<file path="config.mk">
export PLATFORM = sky130hd
export DESIGN_NAME = fpu_core_flat
export DESIGN_NICKNAME = d
export VERILOG_FILES = /design/src/rtl/fpu_pkg.sv /design/src/rtl/fpu_if.sv /design/src/rtl/fpu_lzc.sv /design/src/rtl/fpu_core.sv /design/src/flat_wrapper.sv
export SDC_FILE = /design/constraint.sdc
export NUM_CORES = 2
export LEC_CHECK = 0
export ABC_AREA = 1
export BUFFER_PORTS_ARGS = -buffer_cell sky130_fd_sc_hd__buf_2
export CAP_MARGIN = 20
export CORE_ASPECT_RATIO = 1.4
export CORE_MARGIN = 8
export CORE_UTILIZATION = 45
export DETAILED_ROUTE_END_ITERATION = 12
export PLACE_DENSITY_LB_ADDON = 0.15
export SLEW_MARGIN = 20
export SYNTH_ARGS = -nofsm -noshare
export SYNTH_HDL_FRONTEND = slang
export SYNTH_HIERARCHICAL = 1
export SYNTH_SLANG_ARGS = --single-unit
</file>
<file path="constraint.sdc">
create_clock -name clk -period 10 [get_ports clk]
set_clock_uncertainty 0.1 [all_clocks]
set_input_delay 2 -clock clk [delete_from_list [all_inputs] [get_ports clk]]
set_output_delay 2 -clock clk [all_outputs]
set_load 0.005 [all_outputs]
</file>
<file path="src/rtl/fpu_pkg.sv">
`default_nettype none
// +----------------------------------------------------------------------+
// | Module  : fpu_pkg                                                    |
// | Purpose : Shared types, opcodes and constants for the binary32 FPU   |
// | Revision: 1.0 - initial release                                      |
// +----------------------------------------------------------------------+
package fpu_pkg;

  localparam int EXP_W  = 8;
  localparam int FRAC_W = 23;
  localparam int BIAS   = 127;

  localparam logic [3:0] OP_ADD = 4'b0000;
  localparam logic [3:0] OP_SUB = 4'b0001;
  localparam logic [3:0] OP_MUL = 4'b0010;

  localparam logic [31:0] QNAN    = 32'h7FC0_0000;
  localparam logic [31:0] POS_INF = 32'h7F80_0000;
  localparam logic [31:0] NEG_INF = 32'hFF80_0000;

  typedef enum logic [2:0] {
    ST_IDLE   = 3'd0,
    ST_UNPACK = 3'd1,
    ST_EXEC   = 3'd2,
    ST_NORM   = 3'd3,
    ST_PACK   = 3'd4,
    ST_DONE   = 3'd5
  } state_t;

  typedef struct packed {
    logic        sign;
    logic [7:0]  exp;
    logic [23:0] sig;      // hidden bit included; zero for zero/subnormal
    logic        is_zero;
    logic        is_inf;
    logic        is_nan;
  } operand_t;

  // Split a binary32 word into fields; subnormals collapse to signed zero.
  // flip inverts the sign so subtraction can reuse the addition path.
  function automatic operand_t unpack(input logic [31:0] v, input logic flip);
    operand_t o;
    o.sign    = v[31] ^ flip;
    o.exp     = v[FRAC_W+EXP_W-1:FRAC_W];
    o.is_zero = (o.exp == 8'd0);
    o.is_inf  = (o.exp == 8'hFF) && (v[FRAC_W-1:0] == '0);
    o.is_nan  = (o.exp == 8'hFF) && (v[FRAC_W-1:0] != '0);
    o.sig     = o.is_zero ? 24'd0 : {1'b1, v[FRAC_W-1:0]};
    return o;
  endfunction

endpackage
`default_nettype wire

</file>
<file path="src/rtl/fpu_if.sv">
`default_nettype none
// +----------------------------------------------------------------------+
// | Module  : fpu_if                                                     |
// | Purpose : start/done request bundle between requester and FPU        |
// | Revision: 1.0 - initial release                                      |
// +----------------------------------------------------------------------+
interface fpu_if;
  logic        start;
  logic [3:0]  opcode;
  logic [31:0] A_in;
  logic [31:0] B_in;
  logic [31:0] result_out;
  logic        done;

  modport master (
    output start, opcode, A_in, B_in,
    input  result_out, done
  );

  modport slave (
    input  start, opcode, A_in, B_in,
    output result_out, done
  );
endinterface
`default_nettype wire

</file>
<file path="src/rtl/fpu_lzc.sv">
`default_nettype none
// +----------------------------------------------------------------------+
// | Module  : fpu_lzc                                                    |
// | Purpose : 28-bit combinational leading-zero counter (28 when zero)   |
// | Revision: 1.0 - initial release                                      |
// +----------------------------------------------------------------------+
module fpu_lzc (
  input  wire  [27:0] i_val,
  output logic [4:0]  o_cnt
);

  // Scan upward so the highest set bit makes the final assignment.
  always_comb begin
    o_cnt = 5'd28;
    for (int i = 0; i < 28; i++) begin
      if (i_val[i]) o_cnt = 5'(27 - i);
    end
  end

endmodule
`default_nettype wire

</file>
<file path="src/rtl/fpu_core.sv">
`default_nettype none
// +----------------------------------------------------------------------+
// | Module  : fpu_core                                                   |
// | Purpose : binary32 ADD/SUB/MUL unit, fixed 4-edge latency FSM        |
// | Revision: 1.0 - initial release                                      |
// +----------------------------------------------------------------------+
module fpu_core
  import fpu_pkg::*;
(
  input wire   clk,
  input wire   rst,     // asynchronous, active-low
  fpu_if.slave bus
);

  state_t r_state, w_next;
  logic   w_accept;

  logic [3:0]  r_op;
  logic [31:0] r_a, r_b;
  operand_t    r_ua, r_ub;

  // EXEC-stage results; held stable through NORM and PACK
  logic               r_sign, r_special, r_cancel;
  logic [31:0]        r_spec_val;
  logic signed [10:0] r_exp;
  logic [27:0]        r_mag;   // [27] carry, [26] hidden, [2:0] guard/round/sticky

  // NORM-stage results
  logic [27:0]        r_norm;  // leading one at bit 27
  logic signed [10:0] r_nexp;

  logic [31:0] r_result;
  logic        r_done;

  assign w_accept       = bus.start && (r_state == ST_IDLE || r_state == ST_DONE);
  assign bus.result_out = r_result;
  assign bus.done       = r_done;

  // State register
  always_ff @(posedge clk or negedge rst) begin
    if (!rst) r_state <= ST_IDLE;
    else      r_state <= w_next;
  end

  // Next-state: linear pipeline walk, start only honoured in IDLE/DONE
  always_comb begin
    w_next = r_state;
    case (r_state)
      ST_IDLE:   if (w_accept) w_next = ST_UNPACK;
      ST_UNPACK: w_next = ST_EXEC;
      ST_EXEC:   w_next = ST_NORM;
      ST_NORM:   w_next = ST_PACK;
      ST_PACK:   w_next = ST_DONE;
      ST_DONE:   if (w_accept) w_next = ST_UNPACK;
      default:   w_next = ST_IDLE;
    endcase
  end

  // Latch request on accept; later bus changes are ignored
  always_ff @(posedge clk or negedge rst) begin
    if (!rst) begin
      r_op <= 4'd0;
      r_a  <= 32'd0;
      r_b  <= 32'd0;
    end else if (w_accept) begin
      r_op <= bus.opcode;
      r_a  <= bus.A_in;
      r_b  <= bus.B_in;
    end
  end

  // UNPACK: field split, B sign flipped for subtraction
  always_ff @(posedge clk or negedge rst) begin
    if (!rst) begin
      r_ua <= '0;
      r_ub <= '0;
    end else if (r_state == ST_UNPACK) begin
      r_ua <= unpack(r_a, 1'b0);
      r_ub <= unpack(r_b, r_op == OP_SUB);
    end
  end

  // ---------------- EXEC datapath ----------------
  operand_t           w_x, w_y;
  logic [7:0]         w_diff;
  logic [4:0]         w_shamt;
  logic [50:0]        w_tmp;
  logic [26:0]        w_aligned;
  logic [27:0]        w_xext, w_mag;
  logic [47:0]        w_prod;
  logic               w_eff_sub, w_sign, w_special, w_cancel;
  logic [31:0]        w_spec_val;
  logic signed [10:0] w_exp;

  // Align/add magnitudes or multiply significands; resolve special operands
  always_comb begin
    w_x = r_ua;
    w_y = r_ub;
    if ({r_ub.exp, r_ub.sig} > {r_ua.exp, r_ua.sig}) begin
      w_x = r_ub;
      w_y = r_ua;
    end
    w_diff    = w_x.exp - w_y.exp;
    w_shamt   = (w_diff > 8'd27) ? 5'd27 : w_diff[4:0];
    // bits pushed below the sticky position are ORed back into it
    w_tmp     = {w_y.sig, 27'd0} >> w_shamt;
    w_aligned = {w_tmp[50:25], w_tmp[24] | (|w_tmp[23:0])};
    w_xext    = {1'b0, w_x.sig, 3'b000};
    w_eff_sub = r_ua.sign ^ r_ub.sign;
    w_prod    = 48'(r_ua.sig) * 48'(r_ub.sig);

    w_sign     = 1'b0;
    w_exp      = '0;
    w_mag      = '0;
    w_cancel   = 1'b0;
    w_special  = 1'b0;
    w_spec_val = 32'd0;

    if (r_op == OP_MUL) begin
      w_sign = r_ua.sign ^ r_ub.sign;
      w_exp  = 11'(r_ua.exp) + 11'(r_ub.exp) - 11'(BIAS);
      // product bit 46 lands on the hidden position, bit 47 on the carry
      w_mag  = {w_prod[47:21], |w_prod[20:0]};
      if (r_ua.is_nan || r_ub.is_nan) begin
        w_special = 1'b1; w_spec_val = QNAN;
      end else if ((r_ua.is_zero && r_ub.is_inf) || (r_ua.is_inf && r_ub.is_zero)) begin
        w_special = 1'b1; w_spec_val = QNAN;
      end else if (r_ua.is_inf || r_ub.is_inf) begin
        w_special = 1'b1; w_spec_val = {w_sign, POS_INF[30:0]};
      end else if (r_ua.is_zero || r_ub.is_zero) begin
        w_special = 1'b1; w_spec_val = {w_sign, 31'd0};
      end
    end else if (r_op == OP_ADD || r_op == OP_SUB) begin
      w_sign   = w_x.sign;
      w_exp    = 11'(w_x.exp);
      w_mag    = w_eff_sub ? (w_xext - {1'b0, w_aligned}) : (w_xext + {1'b0, w_aligned});
      w_cancel = (w_mag == 28'd0);
      if (r_ua.is_nan || r_ub.is_nan) begin
        w_special = 1'b1; w_spec_val = QNAN;
      end else if (r_ua.is_inf && r_ub.is_inf && w_eff_sub) begin
        w_special = 1'b1; w_spec_val = QNAN;
      end else if (r_ua.is_inf) begin
        w_special = 1'b1; w_spec_val = {r_ua.sign, POS_INF[30:0]};
      end else if (r_ub.is_inf) begin
        w_special = 1'b1; w_spec_val = {r_ub.sign, POS_INF[30:0]};
      end else if (r_ua.is_zero && r_ub.is_zero) begin
        w_special = 1'b1; w_spec_val = {r_ua.sign & r_ub.sign, 31'd0};
      end
    end else begin
      w_special  = 1'b1;
      w_spec_val = 32'd0;
    end
  end

  // EXEC register stage
  always_ff @(posedge clk or negedge rst) begin
    if (!rst) begin
      r_sign     <= 1'b0;
      r_exp      <= '0;
      r_mag      <= '0;
      r_cancel   <= 1'b0;
      r_special  <= 1'b0;
      r_spec_val <= 32'd0;
    end else if (r_state == ST_EXEC) begin
      r_sign     <= w_sign;
      r_exp      <= w_exp;
      r_mag      <= w_mag;
      r_cancel   <= w_cancel;
      r_special  <= w_special;
      r_spec_val <= w_spec_val;
    end
  end

  // ---------------- NORM datapath ----------------
  logic [4:0] w_lz;

  fpu_lzc u_lzc (
    .i_val (r_mag),
    .o_cnt (w_lz)
  );

  // NORM register stage: shift leading one to bit 27, rebalance exponent
  always_ff @(posedge clk or negedge rst) begin
    if (!rst) begin
      r_norm <= '0;
      r_nexp <= '0;
    end else if (r_state == ST_NORM) begin
      r_norm <= r_mag << w_lz;
      r_nexp <= r_exp + 11'sd1 - $signed({6'd0, w_lz});
    end
  end

  // ---------------- PACK datapath ----------------
  logic               w_up;
  logic [24:0]        w_sum25;
  logic [22:0]        w_frac;
  logic signed [10:0] w_fexp;
  logic [31:0]        w_pack;

  // Round to nearest-even, renormalise on carry-out, then range-check
  always_comb begin
    w_up    = r_norm[3] & (r_norm[2] | (|r_norm[1:0]) | r_norm[4]);
    w_sum25 = {1'b0, r_norm[27:4]} + {24'd0, w_up};
    if (w_sum25[24]) begin
      w_frac = w_sum25[23:1];
      w_fexp = r_nexp + 11'sd1;
    end else begin
      w_frac = w_sum25[22:0];
      w_fexp = r_nexp;
    end
    if (r_special)               w_pack = r_spec_val;
    else if (r_cancel)           w_pack = 32'd0;
    else if (w_fexp >= 11'sd255) w_pack = r_sign ? NEG_INF : POS_INF;
    else if (w_fexp <= 11'sd0)   w_pack = {r_sign, 31'd0};
    else                         w_pack = {r_sign, w_fexp[7:0], w_frac};
  end

  // Result and done: result updates on PACK->DONE only, done drops on accept
  always_ff @(posedge clk or negedge rst) begin
    if (!rst) begin
      r_result <= 32'd0;
      r_done   <= 1'b0;
    end else if (r_state == ST_PACK) begin
      r_result <= w_pack;
      r_done   <= 1'b1;
    end else if (w_accept) begin
      r_done   <= 1'b0;
    end
  end

endmodule
`default_nettype wire

</file>
<file path="src/flat_wrapper.sv">
// flat-port wrapper written by rule: the top's interface ports become plain ports
module fpu_core_flat import fpu_pkg::*;
  (clk, rst, bus_start, bus_opcode, bus_A_in, bus_B_in, bus_result_out, bus_done);
  fpu_if bus_i ();
  input wire clk;
  input wire rst;
  input wire logic [$bits(bus_i.start)-1:0] bus_start;
  input wire logic [$bits(bus_i.opcode)-1:0] bus_opcode;
  input wire logic [$bits(bus_i.A_in)-1:0] bus_A_in;
  input wire logic [$bits(bus_i.B_in)-1:0] bus_B_in;
  output wire logic [$bits(bus_i.result_out)-1:0] bus_result_out;
  output wire logic [$bits(bus_i.done)-1:0] bus_done;
  assign bus_i.start = bus_start;
  assign bus_i.opcode = bus_opcode;
  assign bus_i.A_in = bus_A_in;
  assign bus_i.B_in = bus_B_in;
  assign bus_result_out = bus_i.result_out;
  assign bus_done = bus_i.done;
  fpu_core u_core (.clk(clk), .rst(rst), .bus(bus_i));
endmodule
</file>
==> insert_results.sql <==
INSERT INTO impl_metrics (metric_group, metric, value, unit) VALUES
('detailed_routing', 'routed-via-count', '33900', ''),
('setup_path', 'timing.reg2reg.setup_slack', '0.95', 'ns'),
('cts', 'cts-buffers-inserted', '31', ''),
('sta', 'report.final.setup_viol', '0', ''),
('layout', 'fillerInstances', '8610', ''),
('global_routing', 'grt-ovfl-total', '0', ''),
('outcome', 'outcome', 'finished clean', ''),
('sta', 'slew_headroom', '23.11', '%'),
('detailed_routing', 'pre_repair_dr_iteration_count', '6', ''),
('cts', 'clk_pin_slew', '0.06', 'ns'),
('floorplan', 'die_x', '263.6', 'µm'),
('yosys', 'async_reset_ff_share', '100.0', '%'),
('layout', 'multi_input_area', '26760', 'µm²'),
('yosys', 'yosysWarnings', '6', ''),
('layout', 'areaGrowthSynthToFinish', '6.320', '%'),
('setup_path', 'start_kind', 'flip-flop', ''),
('cts', 'clk_root_buffer_cell', 'sky130_fd_sc_hd__clkbuf_16', ''),
('global_routing', 'grt_start_max_net_pins', '104', ''),
('setup_path', 'maximum_fanout_along_the_worst_path', '33', ''),
('yosys', 'synth.avg_cell_area', '7.360', 'µm²'),
('setup_path', 'ff2ff_path_depth', '55', ''),
('setup_path', 'worst_path_max_delay_cell', 'sky130_fd_sc_hd__nor2_2', ''),
('yosys', 'synth_area', '38620', 'µm²'),
('yosys', 'synth_top_family_by_area', 'adder cells', ''),
('hold_path', 'hold_path.class', 'reg -> reg', ''),
('sta', 'min_period_over_period', '90.49', '%'),
('setup_path', 'critical_path.most_common_cell', 'sky130_fd_sc_hd__nand3_1', ''),
('cts', 'cts_tree', 'built', ''),
('layout', 'antennaDiodeCount', '0', ''),
('yosys', 'yosys.cell_types.count', '68', ''),
('detailed_routing', 'drc', '0', ''),
('setup_path', 'crit_arrival', '9.49', 'ns'),
('placement', 'io_buffers', '103', ''),
('yosys', 'yosys.area_share.adder', '35.24', '%'),
('setup_path', 'data_required_time_at_the_worst_endpoint', '10.44', 'ns'),
('setup_path', 'critPathLaunch', 'u_core/r_ua[27]', ''),
('global_routing', 'track_usage', '26.28', '%'),
('layout', 'fraction_of_layout_cells_with_a_size_suffix_above_1', '5.465', '%'),
('sta', 'max_slew.worst_pin.slew', '1.141', 'ns'),
('yosys', 'ys_seq_elements', '259', ''),
('cts', 'post-cts-setup-buffers', '0', ''),
('layout', 'layout.cells.most_common', 'sky130_fd_sc_hd__nand2_1', ''),
('global_routing', 'number_of_global_route_vias_before_repair', '35280', ''),
('yosys', 'synth-main-ff-cell', 'sky130_fd_sc_hd__dfrtp_1', ''),
('sta', 'timing.hold.ws', '0.3722', 'ns'),
('detailed_routing', 'wl_per_cell', '19.89', 'µm'),
('floorplan', 'fp.coreArea', '85330', 'µm²'),
('setup_path', 'worst_r2r_startpoint', 'u_core/r_ua[27]', ''),
('placement', 'place.detailed.hpwl', '97.53', 'mm'),
('setup_path', 'delay_of_the_slowest_critical_path_stage', '0.67', 'ns'),
('floorplan', 'initial_utilization', '45.26', '%'),
('layout', 'final_nets', '6059', ''),
('floorplan', 'chipHeight', '362.7', 'µm'),
('setup_path', 'crit-reg2reg-capture', 'u_core/r_cancel', ''),
('yosys', 'parity_gate_share_of_the_synthesized_area_counting_xor_and_xnor_cells', '1.474', '%'),
('floorplan', 'io_pins', '104', ''),
('yosys', 'share_of_the_synthesized_area_in_compound_gates_ao_oa_aoi_oai', '10.45', '%'),
('sta', 'timing.setup.tns', '0', 'ns'),
('floorplan', 'die_area', '95600', 'µm²'),
('yosys', 'syn_nets', '6116', ''),
('global_routing', 'global_route_wire_length_before_repair', '199.5', 'mm'),
('sta', 'final-max-slew-violation-count', '0', ''),
('setup_path', 'worst-setup-path-type', 'reg -> reg', ''),
('detailed_routing', 'ant_nets', '0', ''),
('floorplan', 'placement_rows', '127', ''),
('job', 'drv.max_cap_violation_count', '0', ''),
('yosys', 'seq_area_frac_synth', '16.78', '%'),
('yosys', 'post_synth_mux_area_share', '0.4146', '%'),
('sta', 'timing.final.crit_period', '9.049', 'ns'),
('yosys', 'synth_enable_flop_cells', '0', ''),
('placement', 'globalplace.congestion', '0.9621', '');
==> metrics by stage <==
stage	instances	util [%]	setup slack, ns	cell area, µm²
finish	6311	48.13	0.9506	41070
global route	6311	48.13	0.1006	41070
CTS	6309	48.08	0.8887	41020
detailed placement	6252	46.90	0.9391	40020
global placement	6252	46.90	1.050	40020
floorplan	5248	-	2.520	38620
==> layout make-up <==
type	instances	area share, %
repair buffers	180	2.736
flip-flops and latches	259	15.78
inverters	1141	10.53
clock buffers	41	2.102
clock inverters	16	0.3321
well taps	1096	3.339
multi-input cells	3578	65.17
==> cells in the mapped netlist, types with 6 or more instances <==
library cell	instances	area share, %
sky130_fd_sc_hd__and2_1	6	0.097
sky130_fd_sc_hd__mux2i_1	16	0.41
sky130_fd_sc_hd__nor2_1	217	2.1
sky130_fd_sc_hd__inv_2	11	0.11
sky130_fd_sc_hd__o221ai_1	37	0.84
sky130_fd_sc_hd__o211ai_1	16	0.31
sky130_fd_sc_hd__buf_4	8	0.16
sky130_fd_sc_hd__inv_1	1122	11
sky130_fd_sc_hd__fa_1	485	25
sky130_fd_sc_hd__o21ai_1	18	0.23
sky130_fd_sc_hd__buf_2	13	0.17
sky130_fd_sc_hd__nand4_1	66	1.1
sky130_fd_sc_hd__nand3_1	264	3.4
sky130_fd_sc_hd__o21bai_1	10	0.19
sky130_fd_sc_hd__a31oi_1	23	0.37
sky130_fd_sc_hd__a21oi_1	155	2.0
sky130_fd_sc_hd__o2111ai_1	8	0.18
sky130_fd_sc_hd__o21ai_0	293	3.8
sky130_fd_sc_hd__ha_1	312	10
sky130_fd_sc_hd__a211oi_1	6	0.12
sky130_fd_sc_hd__buf_1	15	0.15
sky130_fd_sc_hd__nor4_1	23	0.37
sky130_fd_sc_hd__a21o_1	6	0.12
sky130_fd_sc_hd__dfrtp_1	259	17
sky130_fd_sc_hd__nand2_1	1358	13
sky130_fd_sc_hd__nand2_2	7	0.11
sky130_fd_sc_hd__o31ai_1	17	0.33
sky130_fd_sc_hd__o22ai_1	58	0.94
sky130_fd_sc_hd__clkbuf_1	230	2.2
sky130_fd_sc_hd__xnor2_1	19	0.43
sky130_fd_sc_hd__a22oi_1	6	0.12
sky130_fd_sc_hd__o21a_1	6	0.12
sky130_fd_sc_hd__xor2_1	46	1.0
sky130_fd_sc_hd__nor3_1	35	0.45
==> timing repair <==
action,4_1_cts,5_1_grt
gates resized for setup,0,1
hold buffers,0,0
hold endpoints to repair,0,0
endpoints found under the setup margin,0,1
==> registers in the layout, indices dropped and copies added (netlist names), 3 cells and up <==
register	cells
u_core/r_ub	36
u_core/r_exp	10
u_core/r_mag	28
u_core/r_spec_val	3
u_core/r_a	32
u_core/r_state	3
u_core/bus.result_out	32
u_core/r_norm	28
u_core/r_nexp	11
u_core/r_op	4
u_core/r_ua	36
u_core/r_b	32
==> cells by family after synthesis <==
family | count (synthesis)
flops | 259
mux | 16
compound gates | 692
simple gates | 2007
fa+ha+maj | 797
xor+xnor | 65
buf+inv | 1412
==> worst max-delay path, delay by kind of cell, from the launching register on <==
family	cells	cell delay [ns]
flops	1	0.36
fa+ha+maj	4	1.24
compound gates	11	1.57
buf+inv	6	0.84
simple gates	34	4.86
==> worst min-delay path by stage <==
stage	from	to	slack (ns)	cells after the start
5_1_grt	u_core/r_op[2]	u_core/r_op[2]	0.40	2
6_report	u_core/bus.done	u_core/bus.done	0.37	2
2_1_floorplan	u_core/r_a[31]	u_core/r_a[31]	0.35	2
4_1_cts	u_core/bus.done	u_core/bus.done	0.38	2
3_5_place_dp	u_core/bus.done	u_core/bus.done	0.36	2
3_3_place_gp	u_core/bus.done	u_core/bus.done	0.35	2
==> per-layer routing <==
| metal | global-route usage (%) | share of wire [%] | wire, µm | up-vias |
|---|---|---|---|---|
| met5 | 0 | 0 | 0 | - |
| met4 | 11.14 | 4.8 | 6016 | 0 |
| met3 | 2.777 | 5.4 | 6789 | 239 |
| met2 | 46.24 | 49 | 61490 | 1031 |
| met1 | 32.61 | 41 | 51260 | 16570 |
| li1 | - | - | - | 16070 |
Power is left out: the tool's default activity adds up to more than one toggle a clock period on the data nets, which glitch-free logic cannot reach.
